### src/rtl/clk_mgr_pkg.sv
// Shared types and defaults for the clock manager: FSM encoding and divider width.
package clk_mgr_pkg;

    localparam int unsigned DIV_W_DEF = 8;

    typedef enum logic [1:0] {
        ST_WAIT_LOCK = 2'd0,
        ST_STABLE    = 2'd1,
        ST_RUN       = 2'd2
    } state_e;

endpackage

### src/rtl/clk_div_ch.sv
// One clock-enable channel: divisor register, phase counter and registered ce strobe.
module clk_div_ch
    import clk_mgr_pkg::*;
#(
    parameter int unsigned      DIV_W    = DIV_W_DEF,
    parameter logic [DIV_W-1:0] DIV_INIT = '0
) (
    input  logic             clk_i,
    input  logic             rst_n_i,
    input  logic             run_i,
    input  logic             run_nxt_i,
    input  logic             upd_i,
    input  logic [DIV_W-1:0] upd_div_i,
    output logic             apply_c_o,
    output logic             ce_o
);

    logic [DIV_W-1:0] div_q, div_d;
    logic [DIV_W-1:0] cnt_q, cnt_d;
    logic             ce_q, ce_d;
    logic             wrap_c;

    assign wrap_c    = (div_q != '0) && (cnt_q == div_q - DIV_W'(1));
    // A pending divisor lands on the wrap cycle, or at once when the channel is idle.
    assign apply_c_o = upd_i && (!run_i || (div_q == '0) || wrap_c);

    always_comb begin
        div_d = div_q;
        cnt_d = '0;
        ce_d  = 1'b0;
        if (apply_c_o) begin
            div_d = upd_div_i;
        end
        if (run_i && run_nxt_i && (div_q != '0) && !wrap_c) begin
            cnt_d = cnt_q + DIV_W'(1);
        end
        ce_d = run_nxt_i && (div_d != '0) && (cnt_d == div_d - DIV_W'(1));
    end

    always_ff @(posedge clk_i or negedge rst_n_i) begin
        if (!rst_n_i) begin
            div_q <= DIV_INIT;
            cnt_q <= '0;
            ce_q  <= 1'b0;
        end else begin
            div_q <= div_d;
            cnt_q <= cnt_d;
            ce_q  <= ce_d;
        end
    end

    assign ce_o = ce_q;

endmodule

### src/rtl/clk_mgr.sv
// Clock manager: PLL lock qualification, downstream reset release and divided clock enables.
module clk_mgr
    import clk_mgr_pkg::*;
#(
    parameter int unsigned            N_CH     = 3,
    parameter int unsigned            DIV_W    = DIV_W_DEF,
    parameter logic [N_CH*DIV_W-1:0]  DIV_INIT = {8'd4, 8'd3, 8'd1},
    parameter int unsigned            LOCK_CYC = 16
) (
    input  logic                                    clk_i,
    input  logic                                    rst_n_i,
    input  logic                                    pll_lock_i,
    output logic                                    rst_n_o,
    output logic                                    locked_o,
    output logic [N_CH-1:0]                         ce_o,
    input  logic                                    cfg_valid_i,
    input  logic [((N_CH > 1) ? $clog2(N_CH) : 1)-1:0] cfg_ch_i,
    input  logic [DIV_W-1:0]                        cfg_div_i,
    output logic                                    cfg_ready_o
);

    localparam int unsigned CH_W   = (N_CH > 1) ? $clog2(N_CH) : 1;
    localparam int unsigned SCNT_W = $clog2(LOCK_CYC + 1);

    logic              sync1_q, lock_s_q;
    state_e            state_q, state_d;
    logic [SCNT_W-1:0] scnt_q, scnt_d;
    logic              run_q, run_d;
    logic              pend_q, pend_d;
    logic [CH_W-1:0]   pch_q, pch_d;
    logic [DIV_W-1:0]  pdiv_q, pdiv_d;
    logic [N_CH-1:0]   apply_c;

    // Two-flop synchroniser for the asynchronous PLL lock.
    always_ff @(posedge clk_i or negedge rst_n_i) begin
        if (!rst_n_i) begin
            sync1_q  <= 1'b0;
            lock_s_q <= 1'b0;
        end else begin
            sync1_q  <= pll_lock_i;
            lock_s_q <= sync1_q;
        end
    end

    always_comb begin
        state_d = state_q;
        scnt_d  = scnt_q;
        unique case (state_q)
            ST_WAIT_LOCK: begin
                if (lock_s_q) begin
                    state_d = ST_STABLE;
                    scnt_d  = '0;
                end
            end
            ST_STABLE: begin
                if (!lock_s_q) begin
                    state_d = ST_WAIT_LOCK;
                end else if (scnt_q == SCNT_W'(LOCK_CYC - 1)) begin
                    state_d = ST_RUN;
                end else begin
                    scnt_d = scnt_q + SCNT_W'(1);
                end
            end
            ST_RUN: begin
                if (!lock_s_q) begin
                    state_d = ST_WAIT_LOCK;
                end
            end
            default: state_d = ST_WAIT_LOCK;
        endcase
        run_d = (state_d == ST_RUN);
    end

    // Single global update slot; out-of-range channels are swallowed without occupying it.
    always_comb begin
        pend_d = pend_q;
        pch_d  = pch_q;
        pdiv_d = pdiv_q;
        if (pend_q) begin
            if (|apply_c) begin
                pend_d = 1'b0;
            end
        end else if (cfg_valid_i && (32'(cfg_ch_i) < N_CH)) begin
            pend_d = 1'b1;
            pch_d  = cfg_ch_i;
            pdiv_d = cfg_div_i;
        end
    end

    always_ff @(posedge clk_i or negedge rst_n_i) begin
        if (!rst_n_i) begin
            state_q <= ST_WAIT_LOCK;
            scnt_q  <= '0;
            run_q   <= 1'b0;
            pend_q  <= 1'b0;
            pch_q   <= '0;
            pdiv_q  <= '0;
        end else begin
            state_q <= state_d;
            scnt_q  <= scnt_d;
            run_q   <= run_d;
            pend_q  <= pend_d;
            pch_q   <= pch_d;
            pdiv_q  <= pdiv_d;
        end
    end

    for (genvar c = 0; c < N_CH; c++) begin : g_ch
        clk_div_ch #(
            .DIV_W    (DIV_W),
            .DIV_INIT (DIV_INIT[c*DIV_W +: DIV_W])
        ) u_ch (
            .clk_i     (clk_i),
            .rst_n_i   (rst_n_i),
            .run_i     (run_q),
            .run_nxt_i (run_d),
            .upd_i     (pend_q && (pch_q == CH_W'(c))),
            .upd_div_i (pdiv_q),
            .apply_c_o (apply_c[c]),
            .ce_o      (ce_o[c])
        );
    end

    assign rst_n_o     = run_q;
    assign locked_o    = run_q;
    assign cfg_ready_o = ~pend_q;

endmodule

### config.mk
export PLATFORM = sky130hd
export DESIGN_NAME = clk_mgr
export DESIGN_NICKNAME = d
export VERILOG_FILES = /design/src/rtl/clk_mgr_pkg.sv /design/src/rtl/clk_div_ch.sv /design/src/rtl/clk_mgr.sv
export SDC_FILE = /design/constraint.sdc
export NUM_CORES = 1
export LEC_CHECK = 0
export BUFFER_PORTS_ARGS = -buffer_cell sky130_fd_sc_hd__buf_4
export CORE_MARGIN = 2
export CORE_UTILIZATION = 65
export CTS_BUF_LIST = sky130_fd_sc_hd__clkbuf_4 sky130_fd_sc_hd__clkbuf_8
export DETAILED_ROUTE_END_ITERATION = 10
export MAX_ROUTING_LAYER = met4
export PLACE_DENSITY = 0.83
export SKIP_LAST_GASP = 1
export SLEW_MARGIN = 20
export SYNTH_ARGS = -nofsm -noshare
export SYNTH_HDL_FRONTEND = slang
export SYNTH_HIERARCHICAL = 1
export SYNTH_SLANG_ARGS = --single-unit
### constraint.sdc
create_clock -name clk_i -period 7.9 [get_ports clk_i]
set_input_delay 0.395 -clock clk_i [delete_from_list [all_inputs] [get_ports clk_i]]
set_output_delay 0.395 -clock clk_i [all_outputs]
set_load 0.05 [all_outputs]
==> out/summary.log, run 1 <==
INFO  layout         areaGrowthSynthToFinish=5.961%
INFO  global_routing grt.overflow.total=0
INFO  logic_synthesis post-synth-top-area-cell=sky130_fd_sc_hd__dfrtp_1
INFO  floorplanning  ioPinCount=20
INFO  pwr            p_total=2.032mW
INFO  timing         slew_headroom=0.3717
INFO  placed_design  port-buffer-count=19
INFO  timing         achievable-frequency=0.2520GHz
INFO  floorplanning  floorplan.die.width=94.75microns
INFO  timing         final_period_minus_worst_setup_slack=3.969ns
INFO  pwr            peakVddDrop=0.0001485V
INFO  timing         rsz0062_at_grt=no
INFO  floorplanning  dieHeight=94.75microns
INFO  timing         max_clock_skew=0.008198ns
INFO  pwr            power.switching_fraction=0.4138
INFO  timing         setup_viol_count_final=0
INFO  routing        drt_first_pass_iters=7
INFO  clocking       inserted_clock_buffers=9
INFO  routing        antenna_viol_nets_final=0
INFO  logic_synthesis seq_area_frac_synth=0.3375
INFO  logic_synthesis synth_nets=560
INFO  floorplanning  total_die_area=8977squm
INFO  routing        drt-initial-drc-count=258
INFO  placed_design  placed_cell_area=5398squm
INFO  global_routing number_of_antenna_violations_at_the_first_check_in_global_routing=0
INFO  layout         num-nets-final=575
INFO  global_routing globalRouteTotalUtil=0.3095
INFO  critical_path  crit_path_end_kind=flip-flop
INFO  pwr            power.switching=840.7uW
INFO  min_path       hold_path_class=input port to asynchronous set/reset pin
INFO  timing         timing.final.max_slew_violations=0
INFO  clocking       clock_tree_from_tritoncts=built
INFO  timing         hold_ws=0.1523ns
INFO  clocking       holdBufCountCts=0
INFO  job            maxCapViolations=0
INFO  placed_design  routabilityCongestion=1.008
INFO  routing        num_vias=4,243
INFO  pwr            intPower=1.191mW
INFO  routing        vias_per_cell=6.458
INFO  layout         finish.instance_area=5672squm
INFO  logic_synthesis synth_cell_types=62
INFO  layout         final_layout_size_suffix_gt1_frac=0.1721
INFO  routing        wire_per_inst=19.01microns
INFO  critical_path  kind_of_launch_point_of_the_worst_setup_path=flip-flop
INFO  critical_path  critPathMaxFanout=13
INFO  global_routing grt_pass1_vias=4,310
INFO  floorplanning  floorplan.initialDensity=0.6614
INFO  logic_synthesis netlist_instances=532
INFO  logic_synthesis postSynth.topFlopCell=sky130_fd_sc_hd__dfrtp_1
INFO  global_routing grt_pass1_wl=20,860microns
INFO  routing        drc=0
INFO  pwr            power.density=358.2nW/um^2
INFO  pwr            power_frac_clock=0.196
INFO  pwr            combPwrFrac=0.480
INFO  pwr            static-leakage-power=2.517nW
INFO  timing         timing.final.crit_share=0.5024
INFO  logic_synthesis synthesis.area=5353squm
INFO  global_routing grt_max_degree=73
INFO  routing        wirelength=12,490microns
INFO  logic_synthesis synth_top_area_frac=0.3179
INFO  clocking       cts.path.max_buffers=2
INFO  logic_synthesis synth_top_cells_by_area=sky130_fd_sc_hd__dfrtp_1 32%, sky130_fd_sc_hd__xor2_1 5.4%, sky130_fd_sc_hd__mux2i_1 3.9%
INFO  clocking       clk_latency=0.35ns
INFO  logic_synthesis synthesis.yosys.warnings=6
INFO  placed_design  place_hpwl=9111microns
INFO  logic_synthesis post_synth.cell_area_avg=10.06squm
INFO  floorplanning  placeableCoreArea=8093squm
INFO  layout         diodes=0
INFO  logic_synthesis yosys_register_bits=72
INFO  pwr            flop_pwr_share=0.323
INFO  critical_path  worstPathRequired=8.15ns
INFO  floorplanning  placement_rows=33
INFO  clocking       postCtsSetupBuffers=0
INFO  critical_path  worstPathArrival=4.22ns
INFO  layout         finalCoreUtilization=0.7008
INFO  critical_path  path_class=flip-flop to flip-flop
INFO  critical_path  timing.reg2reg.worst_path_depth=13
INFO  clocking       buffer_cell_driving_the_clock_tree_root=sky130_fd_sc_hd__clkbuf_8
INFO  clocking       cts_repair_resize_count=0
INFO  clocking       clock_sink_count=72
INFO  timing         tightest_slew=0.9405ns
INFO  timing         totalNegativeSetupSlack=0ns
INFO  logic_synthesis synth_enable_flop_cells=0
INFO  timing         hold_viol=0
INFO  clocking       clock_slew_seen_by_the_registers_of_the_worst_setup_and_hold_paths=0.08ns
INFO  logic_synthesis asyncSetResetFlopFracSynth=1.000
INFO  run_status     run_status=finished, final reports clean
INFO  clocking       h-tree-depth=3
[critical path: stages, from the launching register on]
cell and delay (ns):
sky130_fd_sc_hd__dfstp_2 0.61, sky130_fd_sc_hd__inv_1 0.09, sky130_fd_sc_hd__ha_1 0.31, sky130_fd_sc_hd__xor2_1 0.15, sky130_fd_sc_hd__nand2_1 0.07, sky130_fd_sc_hd__nor4b_1 0.51
sky130_fd_sc_hd__o211a_1 0.46, sky130_fd_sc_hd__o21a_4 0.31, sky130_fd_sc_hd__mux2i_1 0.27, sky130_fd_sc_hd__ha_1 0.22, sky130_fd_sc_hd__and3_1 0.23, sky130_fd_sc_hd__xnor3_1 0.24
sky130_fd_sc_hd__a2bb2oi_1 0.16, sky130_fd_sc_hd__nor4_2 0.25
[final cells by class]
type,count,area [sq um]
clock buffers,11,145.1
repair buffers,19,142.6
well taps,105,131.4
clock inverters,5,128.9
flip-flops and latches,72,1807
fillers,634,2421
multi-input cells,402,3156
inverters,43,161.4
[final timing paths]
check | slack [ns] | endpoint | from
min | 0.15 | g_ch[2].u_ch/cnt_q[3] | rst_n_i
max in group asynchronous | 7.14 | g_ch[1].u_ch/div_q[3] | rst_n_i
max | 3.93 | g_ch[1].u_ch/ce_o | g_ch[1].u_ch/div_q[0]
min in group clk_i | 0.15 | sync1_q | pll_lock_i
min reg2reg | 0.35 | lock_s_q | sync1_q
max reg2reg | 3.93 | g_ch[1].u_ch/ce_o | g_ch[1].u_ch/div_q[0]
[synth_stat cells (all sizes together) (7+ instances only)]
cell type and n:
a21oi 12, a2bb2oi 12, and2 7, and3 10
buf 9, dfrtp 68, ha 14, inv 43
mux2 12, mux2i 21, nand2 30, nand2b 9
nand3 22, nor2 35, nor3 19, nor4 8
nor4b 9, o2111ai 9, o211ai 18, o21ai 15
or3 12, xnor2 18, xor2 33
[routing by layer]
layer  up-vias  wire, microns  GRT usage
li1       1971              -          -
met1      2048           5376     0.3828
met2       170           5883     0.4888
met3        54            689    0.04709
met4         0            542     0.1679
met5         -              0          -
[stage by stage]
stage | worst slack [ns] | instances
after floorplan | 4.446 | 532
after global placement | 4.062 | 641
after detailed placement | 4.006 | 641
after CTS | 3.972 | 657
after global routing | 3.530 | 657
final | 3.931 | 657
[cells by family (layout without fill, tap and decap cells)]
| group | after synthesis | in the layout | synth area share |
|---|---|---|---|
| AOI/OAI and AO/OA | 112 | 112 | 0.1713 |
| and+or+nand+nor | 186 | 186 | 0.2066 |
| DFF | 72 | 72 | 0.3375 |
| muxes | 33 | 33 | 0.07013 |
| xor gates and xnor gates | 57 | 57 | 0.1087 |
| adders and majority gates | 14 | 14 | 0.03273 |
| buffers and inverters | 58 | 78 | 0.07293 |
[sequential cells by signal (all words and copies together) (netlist names), 2 cells and up]
signal           cells
pdiv_q               8
state_q              2
g_ch.u_ch/ce_o       3
pch_q                2
g_ch.u_ch/cnt_q     24
scnt_q               5
g_ch.u_ch/div_q     24
[layout by cell type, fill, tap and decap left out, drive strengths merged, types with 4 or more instances in the layout]
cell type  Yosys  final
nor2          35     35
o211a          6      6
nand2b         9      9
dfstp          4      4
or4            6      6
inv           43     43
o21a           6      6
or3           12     12
o21ai         15     15
o2111ai        9      9
dfrtp         68     68
nor4           8      8
clkbuf         0     11
and2           7      7
ha            14     14
a21oi         12     12
xnor3          6      6
buf            9     19
mux2          12     12
a2bb2oi       12     12
o22ai          6      6
and3          10     10
a211oi         6      6
bufinv         0      4
nor4b          9      9
xnor2         18     18
xor2          33     33
nor3          19     19
nand3         22     22
nand3b         4      4
nand2         30     30
o211ai        18     18
a22oi          4      4
mux2i         21     21
[power groups by stage]
stage	Combinational (mW)	Sequential, mW	Clock (mW)
finish	0.976	0.657	0.399
global route	1.08	0.674	0.422
CTS	0.965	0.651	0.405
detailed placement	0.956	0.655	0
global placement	0.925	0.651	0
floorplan	0.826	0.585	0
Power figures use the tool's default switching activity.
==> run 2: changes to the inputs <==
--- a/config.mk
+++ b/config.mk
@@ -7,11 +7,11 @@
 export LEC_CHECK = 0
 export BUFFER_PORTS_ARGS = -buffer_cell sky130_fd_sc_hd__buf_4
 export CORE_MARGIN = 2
-export CORE_UTILIZATION = 65
+export CORE_UTILIZATION = 59
 export CTS_BUF_LIST = sky130_fd_sc_hd__clkbuf_4 sky130_fd_sc_hd__clkbuf_8
 export DETAILED_ROUTE_END_ITERATION = 10
 export MAX_ROUTING_LAYER = met4
-export PLACE_DENSITY = 0.83
+export PLACE_DENSITY = 0.8
 export SKIP_LAST_GASP = 1
 export SLEW_MARGIN = 20
 export SYNTH_ARGS = -nofsm -noshare
==> constraint.sdc (replaced) <==
create_clock -name clk_i -period 3.6 [get_ports clk_i]
set_input_delay 0.18 -clock clk_i [delete_from_list [all_inputs] [get_ports clk_i]]
set_output_delay 0.18 -clock clk_i [all_outputs]
set_load 0.05 [all_outputs]
==> run 2 against run 1 <==
Net effect:
- routed wire length increased by 9.9%
- global-route usage down 1.3 points
- flip-flop and latch count unchanged
- worst hold slack got worse by 0.097 ns
- die area increased by 9.7%
==> out/summary.log, run 2 (synthesis results as in run 1) <==
INFO  placed_design  port-buffer-count=19 [unchanged]
INFO  layout         diodes=0 [unchanged]
INFO  routing        antenna_viol_nets_final=0 [unchanged]
INFO  layout         areaGrowthSynthToFinish=9.187%
INFO  timing         setup_viol_count_final=0 [unchanged]
INFO  global_routing globalRouteTotalUtil=0.2965 [-0.01304]
INFO  pwr            p_total=4.497mW [+120%]
INFO  critical_path  crit_path_end_kind=flip-flop
INFO  layout         nFillCells=701 [+11%]
INFO  placed_design  routabilityCongestion=0.9759 [-3.2%]
INFO  global_routing grt_max_degree=73 [unchanged]
INFO  routing        drt-met1-wl=5679microns [+5.6%]
INFO  routing        met2WireLength=6520microns [+11%]
INFO  critical_path  critPathMaxFanout=7 [-6]
INFO  layout         final_layout_size_suffix_gt1_frac=0.2305 [+0.05840]
INFO  critical_path  kind_of_launch_point_of_the_worst_setup_path=flip-flop
INFO  critical_path  path_class=flip-flop to flip-flop
INFO  timing         final_period_minus_worst_setup_slack=3.471ns [-0.4983 ns]
INFO  timing         postLayoutSetupSlackWorst=0.1294ns [-3.802 ns]
INFO  floorplanning  total_die_area=9851squm [+9.7%]
INFO  timing         timing.final.max_slew_violations=0 [unchanged]
INFO  routing        vias_per_cell=6.552 [+1.5%]
INFO  pwr            peakVddDrop=0.0004451V [+200%]
INFO  critical_path  worstPathArrival=3.74ns [-0.48 ns]
INFO  routing        num_vias=4,488 [+5.8%]
INFO  layout         largestRegisters=g_ch.u_ch/cnt_q x24, g_ch.u_ch/div_q x24, pdiv_q x8
INFO  routing        wire_per_inst=20.05microns [+5.4%]
INFO  layout         final_cell_mix=66 x sky130_fd_sc_hd__dfrtp_1, 42 x sky130_fd_sc_hd__inv_1, 42 x sky130_fd_sc_hd__buf_4
INFO  timing         tightest_slew=0.9156ns [-0.02488 ns]
INFO  timing         achievable-frequency=0.2881GHz [+14%]
INFO  placed_design  place_hpwl=9839microns [+8.0%]
INFO  global_routing grt.overflow.total=0 [unchanged]
INFO  global_routing grt_pass1_wl=22,440microns [+7.6%]
INFO  job            maxCapViolations=0 [unchanged]
INFO  floorplanning  placement_rows=34 [+3.0%]
INFO  floorplanning  placeableCoreArea=8763squm [+8.3%]
INFO  clocking       inserted_clock_buffers=9 [unchanged]
INFO  pwr            power.density=769.5nW/um^2 [+110%]
INFO  clocking       clk_latency=0.36ns [about the same]
INFO  min_path       hold_path_class=input port to flip-flop
INFO  global_routing number_of_antenna_violations_at_the_first_check_in_global_routing=0 [unchanged]
INFO  placed_design  preCtsSetupSlack=0.02965ns [-3.976 ns]
INFO  routing        wirelength=13,730microns [+9.9%]
INFO  layout         finish.instance_area=5844squm [+3.0%]
INFO  floorplanning  floorplan.die.width=99.25microns [+4.8%]
INFO  layout         layout_commonest_cell=sky130_fd_sc_hd__dfrtp_1
INFO  layout         area_of_the_multi_input_gates=3216squm [+1.9%]
INFO  routing        drt-initial-drc-count=347 [+34%]
INFO  floorplanning  ioPinCount=20 [unchanged]
INFO  clocking       clock_sink_count=72 [unchanged]
INFO  clocking       h-tree-depth=3 [unchanged]
INFO  timing         rsz0062_at_grt=yes
INFO  timing         slew_headroom=0.3896 [+0.01794]
INFO  timing         max_clock_skew=0.009992ns [+0.001795 ns]
INFO  layout         area.sequential=1809squm [+0.14%]
INFO  layout         finalCoreUtilization=0.6669 [-0.03393]
INFO  routing        drt_first_pass_iters=7 [unchanged]
INFO  floorplanning  floorplan.initialDensity=0.6108 [-0.05062]
INFO  floorplanning  dieHeight=99.25microns [+4.8%]
INFO  global_routing grt_pass1_vias=4,521 [+4.9%]
INFO  routing        routed-wl-met3=972microns [+41%]
INFO  layout         num-nets-final=600 [+4.3%]
INFO  clocking       clock_tree_from_tritoncts=built
INFO  timing         hold_viol=0 [unchanged]
INFO  clocking       cts.path.max_buffers=2 [unchanged]
INFO  timing         hold_ws=0.05572ns [-0.09653 ns]
INFO  placed_design  placed_cell_area=5537squm [+2.6%]
INFO  critical_path  worstPathRequired=3.87ns [-4.28 ns]
INFO  routing        maxUsedRoutingLayer=met4
INFO  clocking       buffer_cell_driving_the_clock_tree_root=sky130_fd_sc_hd__clkbuf_8
INFO  clocking       clock_slew_seen_by_the_registers_of_the_worst_setup_and_hold_paths=0.09ns [about the same]
INFO  routing        drc=0 [unchanged]
INFO  run_status     run_status=finished, final reports clean
INFO  pwr            static-leakage-power=2.618nW [+4.0%]
INFO  timing         timing.final.crit_share=0.9641 [+0.4617]
==> run 2: cell types whose count changed in the layout (fill, tap and decap cells not counted), moves of 3 or more <==
cell                        delta
sky130_fd_sc_hd__bufinv_16     -4
sky130_fd_sc_hd__mux2i_1       -3
sky130_fd_sc_hd__nor4b_2       +3
sky130_fd_sc_hd__mux2i_2       +3
sky130_fd_sc_hd__buf_4        +23
sky130_fd_sc_hd__nor4b_1       -3
==> run 2: worst paths after layout <==
kind	from	end	slack [ns]	depth (start not counted)
hold reg to reg	sync1_q	lock_s_q	0.35	0
setup / recovery	g_ch[2].u_ch/div_q[0]	g_ch[2].u_ch/ce_o	0.13	11
max in group asynchronous	rst_n_i	g_ch[2].u_ch/div_q[0]	2.41	2
min in group asynchronous	rst_n_i	scnt_q[3]	0.51	2
hold / removal	cfg_div_i[0]	pdiv_q[0]	0.06	2
setup reg to reg	g_ch[2].u_ch/div_q[0]	g_ch[2].u_ch/ce_o	0.13	11
==> run 2: power breakdown <==
part           total (mW)  switching [mW]  internal [mW]
Clock               0.629           0.365          0.264
Sequential           1.44           0.402           1.03
Combinational        2.43            1.25           1.18
Total                4.50            2.02           2.48
==> run 2: cell type report <==
| type | count | area share |
|---|---|---|
| clock buffer | 9 | 0.02119 |
| clock inverter | 7 | 0.01092 |
| inverter | 43 | 0.02762 |
| multi-input combinational | 402 | 0.5502 |
| sequential | 72 | 0.3096 |
| tap | 108 | 0.02312 |
| timing repair buffer | 44 | 0.05738 |
==> run 2: critical path, stage by stage (launching register included) <==
cell	delay, ns
sky130_fd_sc_hd__dfrtp_2	0.46
sky130_fd_sc_hd__or3_1	0.47
sky130_fd_sc_hd__or4b_1	0.53
sky130_fd_sc_hd__o22ai_2	0.22
sky130_fd_sc_hd__o211a_1	0.21
sky130_fd_sc_hd__o21a_4	0.17
sky130_fd_sc_hd__mux2i_2	0.24
sky130_fd_sc_hd__ha_2	0.23
sky130_fd_sc_hd__and3_2	0.23
sky130_fd_sc_hd__xnor3_1	0.23
sky130_fd_sc_hd__a2bb2oi_1	0.17
sky130_fd_sc_hd__nor4_2	0.24
==> run 2: per-stage QoR <==
stage,instances,TNS [ns]
floorplan,532,0
global placement,662,0
detailed placement,662,0
CTS,680,0
global route,685,-0.06197
finish,685,0
==> run 2: metal layers <==
layer / vias up / GRT usage
li1: 2041 / -
met1: 2182 / 0.3861
met2: 207 / 0.4506
met3: 58 / 0.06114
met4: 0 / 0.1296
met5: - / -
==> run 2: what timing repair did <==
action | 4_1_cts | 5_1_grt
setup endpoints to repair | 1 | 3
hold endpoints to repair | 69 | 0
resized for setup | 1 | 14
setup buffers | 0 | 5
pin swaps | 0 | 2
hold buffers | 2 | 0
